===== src/rtl/cnt_sched_pkg.sv =====
// Shared state encoding and constants for the counter burst scheduler.
package cnt_sched_pkg;

  localparam logic [4:0] IDLE   = 5'b00001;
  localparam logic [4:0] RUN    = 5'b00010;
  localparam logic [4:0] DRAIN1 = 5'b00100;
  localparam logic [4:0] DRAIN2 = 5'b01000;
  localparam logic [4:0] FAULT  = 5'b10000;

  localparam int DRAIN_CYCLES = 2;

  localparam logic PTR_UP = 1'b0;
  localparam logic PTR_DN = 1'b1;

  typedef enum logic [4:0] {
    S_IDLE   = IDLE,
    S_RUN    = RUN,
    S_DRAIN1 = DRAIN1,
    S_DRAIN2 = DRAIN2,
    S_FAULT  = FAULT
  } state_t;

endpackage


===== src/rtl/cnt_sched_if.sv =====
// Requester and counter-side signals of cnt_sched; master is the environment
// (both requesters plus the counter), slave is the scheduler.
interface cnt_sched_if #(
  parameter int COUNTER_WIDTH = 4,
  parameter int LEN_WIDTH     = 3
);
  logic                     req_up;
  logic [LEN_WIDTH-1:0]     len_up;
  logic                     req_dn;
  logic [LEN_WIDTH-1:0]     len_dn;
  logic [COUNTER_WIDTH-1:0] count;
  logic                     ovflw;
  logic                     gnt_up;
  logic                     gnt_dn;
  logic                     rej_up;
  logic                     rej_dn;
  logic                     done;
  logic                     act;
  logic                     up_dwn_n;
  logic                     busy;
  logic                     err;

  modport master (
    output req_up, len_up, req_dn, len_dn, count, ovflw,
    input  gnt_up, gnt_dn, rej_up, rej_dn, done, act, up_dwn_n, busy, err
  );

  modport slave (
    input  req_up, len_up, req_dn, len_dn, count, ovflw,
    output gnt_up, gnt_dn, rej_up, rej_dn, done, act, up_dwn_n, busy, err
  );
endinterface


===== src/rtl/cnt_sched_arb.sv =====
// Two-way round-robin arbiter: picks the up or down requester and proposes
// the pointer value to use after that requester has been served.
module rr_arb2
  import cnt_sched_pkg::*;
(
  input  logic [1:0] req,
  input  logic       ptr,
  output logic [1:0] sel,
  output logic       nxt_ptr
);

  // Lone requester wins outright; on contention the pointer decides.
  always_comb begin
    sel = 2'b00;
    case (req)
      2'b01:   sel = 2'b01;
      2'b10:   sel = 2'b10;
      2'b11:   sel = (ptr == PTR_DN) ? 2'b10 : 2'b01;
      default: sel = 2'b00;
    endcase
  end

  // Pointer favours whichever requester was not just served.
  always_comb begin
    nxt_ptr = ptr;
    if (sel[0]) begin
      nxt_ptr = PTR_DN;
    end else if (sel[1]) begin
      nxt_ptr = PTR_UP;
    end else begin
      nxt_ptr = ptr;
    end
  end

endmodule


===== src/rtl/cnt_sched.sv =====
// Burst scheduler for the shared up/down counter: round-robin between the up
// and down requesters, range guards on the live count, sticky fault on ovflw.
module cnt_sched
  import cnt_sched_pkg::*;
#(
  parameter int COUNTER_WIDTH = 4,
  parameter int LEN_WIDTH     = 3
) (
  input  logic       clk,
  input  logic       rst,
  cnt_sched_if.slave bus
);

  localparam int GW = ((COUNTER_WIDTH > LEN_WIDTH) ? COUNTER_WIDTH : LEN_WIDTH) + 1;
  localparam logic [LEN_WIDTH-1:0] LEN_ZERO = {LEN_WIDTH{1'b0}};
  localparam logic [LEN_WIDTH-1:0] LEN_ONE  = LEN_WIDTH'(1'b1);

  state_t               state_r, state_s;
  logic [LEN_WIDTH-1:0] rem_r, rem_s;
  logic                 ptr_r, ptr_s;
  logic                 gnt_up_r, gnt_up_s, gnt_dn_r, gnt_dn_s;
  logic                 rej_up_r, rej_up_s, rej_dn_r, rej_dn_s;
  logic                 done_r, done_s, act_r, act_s, dir_r, dir_s;
  logic                 busy_r, busy_s, err_r, err_s;
  logic [1:0]           req_s, sel_s;
  logic                 nxt_ptr_s;
  logic [GW-1:0]        cnt_ext_s, len_up_ext_s, len_dn_ext_s, sum_up_s;
  logic                 up_ok_s, dn_ok_s, cand_ok_s;
  logic [LEN_WIDTH-1:0] cand_len_s;

  // A requester still seeing its reject pulse is not evaluated a second time.
  assign req_s = {bus.req_dn & ~rej_dn_r, bus.req_up & ~rej_up_r};

  rr_arb2 u_arb (
    .req     (req_s),
    .ptr     (ptr_r),
    .sel     (sel_s),
    .nxt_ptr (nxt_ptr_s)
  );

  // Guards are evaluated one bit wider than either operand so nothing wraps.
  assign cnt_ext_s    = GW'(bus.count);
  assign len_up_ext_s = GW'(bus.len_up);
  assign len_dn_ext_s = GW'(bus.len_dn);
  assign sum_up_s     = cnt_ext_s + len_up_ext_s;
  assign up_ok_s      = (sum_up_s[GW-1:COUNTER_WIDTH] == {(GW-COUNTER_WIDTH){1'b0}});
  assign dn_ok_s      = (len_dn_ext_s <= cnt_ext_s);
  assign cand_len_s   = sel_s[1] ? bus.len_dn : bus.len_up;
  assign cand_ok_s    = (sel_s[1] ? dn_ok_s : up_ok_s) && (cand_len_s != LEN_ZERO);

  // Next state, burst bookkeeping and next value of every registered output.
  always_comb begin
    state_s  = state_r;
    rem_s    = rem_r;
    ptr_s    = ptr_r;
    dir_s    = dir_r;
    gnt_up_s = 1'b0;
    gnt_dn_s = 1'b0;
    rej_up_s = 1'b0;
    rej_dn_s = 1'b0;
    act_s    = 1'b0;
    done_s   = 1'b0;
    if (bus.ovflw) begin
      state_s = S_FAULT;
    end else begin
      case (state_r)
        S_IDLE: begin
          if (sel_s != 2'b00) begin
            ptr_s = nxt_ptr_s;
            if (cand_ok_s) begin
              gnt_up_s = sel_s[0];
              gnt_dn_s = sel_s[1];
              rem_s    = cand_len_s;
              dir_s    = sel_s[0];
              act_s    = 1'b1;
              state_s  = S_RUN;
            end else begin
              rej_up_s = sel_s[0];
              rej_dn_s = sel_s[1];
            end
          end else begin
            ptr_s = ptr_r;
          end
        end
        S_RUN: begin
          rem_s = rem_r - LEN_ONE;
          if (rem_r == LEN_ONE) begin
            state_s = S_DRAIN1;
          end else begin
            act_s = 1'b1;
          end
        end
        S_DRAIN1: begin
          state_s = S_DRAIN2;
          done_s  = 1'b1;
        end
        S_DRAIN2: state_s = S_IDLE;
        S_FAULT:  state_s = S_FAULT;
        default:  state_s = S_FAULT;
      endcase
    end
    busy_s = (state_s != S_IDLE);
    err_s  = (state_s == S_FAULT);
  end

  // State and registered outputs; rst clears everything asynchronously.
  always_ff @(posedge clk or posedge rst) begin
    if (rst) begin
      state_r  <= S_IDLE;
      rem_r    <= LEN_ZERO;
      ptr_r    <= PTR_UP;
      gnt_up_r <= 1'b0;
      gnt_dn_r <= 1'b0;
      rej_up_r <= 1'b0;
      rej_dn_r <= 1'b0;
      done_r   <= 1'b0;
      act_r    <= 1'b0;
      dir_r    <= 1'b0;
      busy_r   <= 1'b0;
      err_r    <= 1'b0;
    end else begin
      state_r  <= state_s;
      rem_r    <= rem_s;
      ptr_r    <= ptr_s;
      gnt_up_r <= gnt_up_s;
      gnt_dn_r <= gnt_dn_s;
      rej_up_r <= rej_up_s;
      rej_dn_r <= rej_dn_s;
      done_r   <= done_s;
      act_r    <= act_s;
      dir_r    <= dir_s;
      busy_r   <= busy_s;
      err_r    <= err_s;
    end
  end

  assign bus.gnt_up   = gnt_up_r;
  assign bus.gnt_dn   = gnt_dn_r;
  assign bus.rej_up   = rej_up_r;
  assign bus.rej_dn   = rej_dn_r;
  assign bus.done     = done_r;
  assign bus.act      = act_r;
  assign bus.up_dwn_n = dir_r;
  assign bus.busy     = busy_r;
  assign bus.err      = err_r;

endmodule


===== src/flat_wrapper.sv =====
// flat-port wrapper written by rule: the top's interface ports become plain ports
module cnt_sched_flat import cnt_sched_pkg::*;
#(
  parameter int COUNTER_WIDTH = 4,
  parameter int LEN_WIDTH     = 3
)
  (clk, rst, bus_req_up, bus_len_up, bus_req_dn, bus_len_dn, bus_count, bus_ovflw, bus_gnt_up, bus_gnt_dn, bus_rej_up, bus_rej_dn, bus_done, bus_act, bus_up_dwn_n, bus_busy, bus_err);
  cnt_sched_if #(.COUNTER_WIDTH(COUNTER_WIDTH), .LEN_WIDTH(LEN_WIDTH)) bus_i ();
  input  logic clk;
  input  logic rst;
  input wire logic [$bits(bus_i.req_up)-1:0] bus_req_up;
  input wire logic [$bits(bus_i.len_up)-1:0] bus_len_up;
  input wire logic [$bits(bus_i.req_dn)-1:0] bus_req_dn;
  input wire logic [$bits(bus_i.len_dn)-1:0] bus_len_dn;
  input wire logic [$bits(bus_i.count)-1:0] bus_count;
  input wire logic [$bits(bus_i.ovflw)-1:0] bus_ovflw;
  output wire logic [$bits(bus_i.gnt_up)-1:0] bus_gnt_up;
  output wire logic [$bits(bus_i.gnt_dn)-1:0] bus_gnt_dn;
  output wire logic [$bits(bus_i.rej_up)-1:0] bus_rej_up;
  output wire logic [$bits(bus_i.rej_dn)-1:0] bus_rej_dn;
  output wire logic [$bits(bus_i.done)-1:0] bus_done;
  output wire logic [$bits(bus_i.act)-1:0] bus_act;
  output wire logic [$bits(bus_i.up_dwn_n)-1:0] bus_up_dwn_n;
  output wire logic [$bits(bus_i.busy)-1:0] bus_busy;
  output wire logic [$bits(bus_i.err)-1:0] bus_err;
  assign bus_i.req_up = bus_req_up;
  assign bus_i.len_up = bus_len_up;
  assign bus_i.req_dn = bus_req_dn;
  assign bus_i.len_dn = bus_len_dn;
  assign bus_i.count = bus_count;
  assign bus_i.ovflw = bus_ovflw;
  assign bus_gnt_up = bus_i.gnt_up;
  assign bus_gnt_dn = bus_i.gnt_dn;
  assign bus_rej_up = bus_i.rej_up;
  assign bus_rej_dn = bus_i.rej_dn;
  assign bus_done = bus_i.done;
  assign bus_act = bus_i.act;
  assign bus_up_dwn_n = bus_i.up_dwn_n;
  assign bus_busy = bus_i.busy;
  assign bus_err = bus_i.err;
  cnt_sched #(.COUNTER_WIDTH(COUNTER_WIDTH), .LEN_WIDTH(LEN_WIDTH)) u_core (.clk(clk), .rst(rst), .bus(bus_i));
endmodule

===== config.mk =====
export PLATFORM = sky130hd
export DESIGN_NAME = cnt_sched_flat
export DESIGN_NICKNAME = d
export VERILOG_FILES = /design/src/rtl/cnt_sched_pkg.sv /design/src/rtl/cnt_sched_if.sv /design/src/rtl/cnt_sched_arb.sv /design/src/rtl/cnt_sched.sv /design/src/flat_wrapper.sv
export SDC_FILE = /design/constraint.sdc
export NUM_CORES = 1
export LEC_CHECK = 0
export ABC_AREA = 1
export CAP_MARGIN = 20
export CORE_MARGIN = 2
export CORE_UTILIZATION = 49
export CTS_CLUSTER_DIAMETER = 50
export DETAILED_ROUTE_END_ITERATION = 12
export PLACE_DENSITY = 0.78
export SLEW_MARGIN = 30
export SYNTH_ARGS = -nofsm -noshare
export SYNTH_HDL_FRONTEND = slang
export SYNTH_SLANG_ARGS = --single-unit

===== constraint.sdc =====
create_clock -name clk -period 3 [get_ports clk]
set_clock_uncertainty 0.05 [all_clocks]
set_input_delay 0.3 -clock clk [delete_from_list [all_inputs] [get_ports clk]]
set_output_delay 0.3 -clock clk [all_outputs]
set_load 0.05 [all_outputs]

---- Yosys cells after proc, flatten, opt, wreduce, memory -nomap -nowiden ----
Index checks and enable logic that the tools add are counted.
storage, ports and cells
  logic and storage cells ................. 77
  input bits .............................. 15
  register bits after elaboration ......... 18
  output and inout port bits .............. 9
cells by class
  multiplexer cells ....................... 37
  bitwise gates (word level) .............. 6
  magnitude comparators ................... 1
  equal/unequal tests ..................... 12
  add/sub/neg operators ................... 2
  reduce and logical (&&, ||, !) cells .... 7
operators by type and width
  cell                                                                      count
  1-bit two-way mux                                                         25
  5-bit two-way mux                                                         4
  5-bit one-hot mux with 4 select lines                                     1
  3-bit two-way mux                                                         3
  4-bit AND reduction                                                       2
  2-bit one-hot mux with 3 select lines                                     1
  3-bit one-hot mux with 2 select lines                                     1
  4-bit by 3-bit adder with 5-bit output                                    1
  5-bit by 1-bit equality test with 1-bit output (second input constant)    1
  5-bit by 2-bit equality test with 1-bit output (second input constant)    1
  5-bit by 3-bit equality test with 1-bit output (second input constant)    1
  5-bit by 4-bit equality test with 1-bit output (second input constant)    1
  5-bit equality test (second input constant)                               1
  5-bit by 1-bit inequality test with 1-bit output (second input constant)  1
  2-bit equality test (second input constant)                               2
  3-bit by 4-bit less-or-equal comparator with 1-bit output                 1
  2-bit by 1-bit inequality test with 1-bit output (second input constant)  2
  1-bit NOT                                                                 4
  2-bit nonzero test                                                        2
  3-bit by 1-bit equality test with 1-bit output (second input constant)    1
  3-bit AND reduction                                                       1
  3-bit nonzero test                                                        1
  3-bit by 1-bit subtractor with 3-bit output (second input constant)       1
  1-bit AND                                                                 2
  other kinds (4)                                                           4

---- Longest topological paths before layout ----
  depth after elaboration ................. 12
  mapped depth ............................ 13
  gate-level depth less buffers ........... 13

---- Modules after synthesis ----
A second synthesis with hierarchy kept.
second synthesis, totals
  cells, all modules ...................... 140
  area, all modules ....................... 1133.6 sq um
modules (own cells, without submodules)
  module     sequential area each (sq um)  times used  area each (sq um)  cells each
  cnt_sched  451.7                         1           1094.8             130
  rr_arb2    0.0                           1           38.8               10

---- Worst setup path after synthesis ----
Ideal clock, no wire load.
  kind .................................... reg2reg
  from .................................... reg u_core.rej_up_r, in the netlist u_core.bus.rej_up
  to ...................................... reg u_core.rem_r[2]
  period minus slack after synthesis ...... 1.616 ns
  slack ................................... 1.384 ns
  data arrival time ....................... 1.450 ns
  setup time .............................. 0.117 ns
  data required time ...................... 2.833 ns
  buffers on the path ..................... 0
  cell stages (with the launch flop) ...... 12
  cell sequence ........................... dfrtp_1 -> inv_1 -> nand3_2 -> nand2_2 -> nand2_1 -> nand2_1 -> nand3_2 -> nand3_2 -> nand2_2 -> nand2_2 -> nand2_1 -> nand2_1
between the ends
  longest elaborated chain between the ends .. 9
  elaborated cells between the ends (all ways) .. 17
  those cells by class .................... eq/ne: 5; mux: 6; bitwise: 2; reduce/logical: 4
RTL lines
  what                                                                                   RTL line             source
  start: declaration                                                                     cnt_sched.sv:22      logic rej_up_r, rej_up_s, rej_dn_r, rej_dn_s;
  start signal: assignment                                                               cnt_sched.sv:127     rej_up_r <= rej_up_s;
  1-bit NOT *                                                                            cnt_sched.sv:32      assign req_s = {bus.req_dn & ~rej_dn_r, bus.req_up & ~rej_up_r};
  1-bit AND *                                                                            cnt_sched.sv:32
  2-bit equality test or 2-bit by 1-bit equality test with 1-bit output (tied branches)  cnt_sched_arb.sv:15  case (req)
  2-bit one-hot mux with 3 select lines *                                                cnt_sched_arb.sv:15
  3-bit two-way mux                                                                      cnt_sched.sv:48      assign cand_len_s = sel_s[1] ? bus.len_dn : bus.len_up;
  3-bit nonzero test                                                                     cnt_sched.sv:49      assign cand_ok_s = (sel_s[1] ? dn_ok_s : up_ok_s) && (cand_len_s != LEN_ZERO);
  1-bit logical AND                                                                      cnt_sched.sv:49
  2-bit by 1-bit inequality test with 1-bit output (no line)                             -
  4-bit AND reduction (no line)                                                          -
  end signal: assignment                                                                 cnt_sched.sv:123     rem_r <= rem_s;
  end: declaration                                                                       cnt_sched.sv:19      logic [LEN_WIDTH-1:0] rem_r, rem_s;
Mark *: on every way between the ends. The rest lies on a longest branch, timed or not. The select of a mux whose other input is x is not followed.
A chain may end at the register's enable or synchronous reset.

---- Final worst setup path ----
  from .................................... reg u_core.rej_dn_r, in the netlist u_core.bus.rej_dn
  to ...................................... out bus_rej_dn
RTL lines
  what                      RTL line            source
  start: declaration        cnt_sched.sv:22
  start signal: assignment  cnt_sched.sv:128    rej_dn_r <= rej_dn_s;
  end: declaration          flat_wrapper.sv:20  output wire logic [$bits(bus_i.rej_dn)-1:0] bus_rej_dn;
No word-level cell between the ends.

==> metrics.yaml <==
floorplanning:
  rows: 17
  ioPinCount: 24
  die_area_sq_mm: 0.00264
  fp.coreArea_sq_mm: 0.00217
  die_y_um: 51.4
  die_w_um: 51.4
  start_util: 0.507
synth:
  yosys.cell_count.top_type: "nand2_1"
  synth_area_leaders: "dfrtp_1 (39%), nand2_1 (11%), inv_1 (10%), ha_1 (8.0%), nand3_1 (4.5%)"
  ys.flop_type: "dfrtp_1"
  synthCells: 142
  synth_top_area_cell: "dfrtp_1"
  syn_nets: 164
  synth-edff-count: 0
  synth.top_cell.area_share: 0.386
  synth_warnings: 0
  synth_area_per_cell_sq_um: 7.75
  yosysSeqAreaShare: 0.410
  yosys.cell_types.count: 21
  ys_async_sr_fraction: 1.00
  synth_common_cells: "nand2_1 (32), inv_1 (30), dfrtp_1 (17)"
  ys_seq_elements: 18
  syn-cell-area_sq_mm: 0.00110
worst_setup_path:
  cp_cell_sequence: "clkdlybuf4s50_1"
  arrival_ps: 1500
  critPathSlowestCell: "clkdlybuf4s50_1"
  critPathMaxStageDelay_ps: 830
  r2r.worst_path.cells: 8
  path_class: "reg2out"
  rr_startpoint: "u_core.state_r[3]"
  path_delay_family: "buffers and inverters"
  r2r_end: "u_core.rem_r[2]"
  worst_setup_path_start_kind: "flop"
  rrSetupSlack_ps: 1470
  worstPathMaxFanout: 2
  cp.required_ps: 2650
  crit_buf_inv: 1
  end_kind: "output pin"
sta:
  drv_slew: 0
  final.period_utilization: 0.618
  setup_violations: 0
  fin_crit_ps: 1850
  relSlewSlack: 0.580
  max_slew.worst_pin.slew_ps: 630
  rsz0062_at_grt: "no"
  fin_tns_setup_ps: 0
  hold_viol_final: 0
  fmax_ghz: 0.540
  setup_slack_ps: 1150
clocking:
  cts_resized: 0
  cts_tree: "built"
  hold_buffers: 0
  cts_buffer_depth: 2
  clockRootBuffer: "clkbuf_4"
  clk_pin_slew_ps: 90
  postCtsSetupBuffers: 0
  worstSkewPairLatency_ps: 280
  htreeDepth: 1
  clock_sinks: 18
  cts_made_buffers: 3
global_route:
  first_global_vias: 894
  grt_use_met2: 0.333
  use_met1: 0.187
  grt_start_max_net_pins: 19
  antenna_found_initial: 0
  busiest_layer: "met2"
  grt_pass1_wl_mm: 3.45
  grt_overflow: 0
  use_met3: 0.0175
  track_usage: 0.172
final_layout:
  utilization: 0.640
  nets: 191
  syn2layout_area_growth_pct: 26.0
  fin_area_sq_mm: 0.00139
  antennaDiodeCount: 0
  nFillCells: 199
  drive_gt1_frac: 0.119
  layoutNonFillerInstCount: 196
outcome:
  status: "complete, no violations"
pwr:
  peakVddDrop_mv: 0.150
  power_density_mw_per_mm2: 325
  p_leak_nw: 0.719
placement:
  io_buffers: 23
  dp_cells: 192
  hpwl_mm: 1.74
  gp_congestion: 0.826
  post_dp_cell_area_sq_mm: 0.00136
  dp_slack_ps: 864
route:
  via_per_inst: 4.82
  first_pass_iters: 4
  drt_wl_total_mm: 1.99
  wl_per_cell_um: 10.1
  postRouteAntennaNets: 0
  drtIter0Drc: 11
  via_count: 945
  route.detailed.drc: 0
job:
  maxCapViolations: 0
hold_path:
  hp-class: "in2async"
[cells by family after synthesis]
logic type,after synthesis,synth area share
AND/OR/NAND/NOR,70,0.319
buffers and inverters,33,0.114
AO/OA/AOI/OAI,13,0.0693
XOR/XNOR,1,0.00796
flip-flops,18,0.410
adder cells (fa/ha/maj),7,0.0795
[power breakdown]
part	internal [mW]	switching, mW
Clock	0.0515	0.0637
Combinational	0.0381	0.0470
Sequential	0.247	0.00376
Total	0.337	0.114
[metal layers]
layer	vias to the layer above	share of wire	wire [um]
met4	0	0.012	24
li1	490	-	-
met2	22	0.53	1050
met1	429	0.42	831
met3	4	0.040	80
met5	-	0	0
[how the worst max path moves through the flow]
stage                      startpoint         endpoint  slack, ps  depth (start not counted)
finish              u_core.bus.rej_dn       bus_rej_dn       1150                          1
global route             bus_count[2]  u_core.rem_r[2]       1030                         13
CTS                 u_core.bus.rej_dn       bus_rej_dn       1130                          1
detailed placement       bus_count[2]  u_core.rem_r[2]        860                         13
global placement         bus_count[2]  u_core.rem_r[2]        940                         13
floorplan           u_core.bus.rej_up  u_core.rem_r[2]       1380                         11
[state kept, by name (all words and copies together), names as in the netlist]
register / flops
u_core.bus.act: 1
u_core.bus.busy: 1
u_core.bus.done: 1
u_core.bus.err: 1
u_core.bus.gnt_dn: 1
u_core.bus.gnt_up: 1
u_core.bus.rej_dn: 1
u_core.bus.rej_up: 1
u_core.bus.up_dwn_n: 1
u_core.ptr_r: 1
u_core.rem_r: 3
u_core.state_r: 5
[cell type report]
type / instances / area (sq um) / share of cell area
multi-input cells: 91 / 524 / 0.378
repair buffers: 23 / 230 / 0.166
flip-flops and latches: 18 / 452 / 0.326
well taps: 28 / 35.0 / 0.0252
inverters: 32 / 120 / 0.0866
clock buffers: 4 / 26.3 / 0.0189
[through the flow]
stage,hold slack (ps),power [mW]
2_1_floorplan,188,0.308
3_3_place_gp,408,0.338
3_5_place_dp,422,0.342
4_1_cts,360,0.458
5_1_grt,406,0.478
6_report,340,0.451
[placed cells by master, fill, tap and decap left out]
master	instances
nand2_1	32
inv_1	30
clkdlybuf4s50_1	23
dfrtp_1	17
nand3_1	10
nor2_1	10
ha_1	7
a21oi_1	6
o21ai_0	6
nand3_2	4
nand2_2	4
nor2_2	3
clkbuf_4	3
nand3b_1	2
inv_2	2
nand4_1	2
nor2_4	1
nor3_4	1
a21oi_4	1
xor2_1	1
nor3_1	1
clkbuf_1	1
dfstp_2	1
Power figures use the tool's default switching activity.
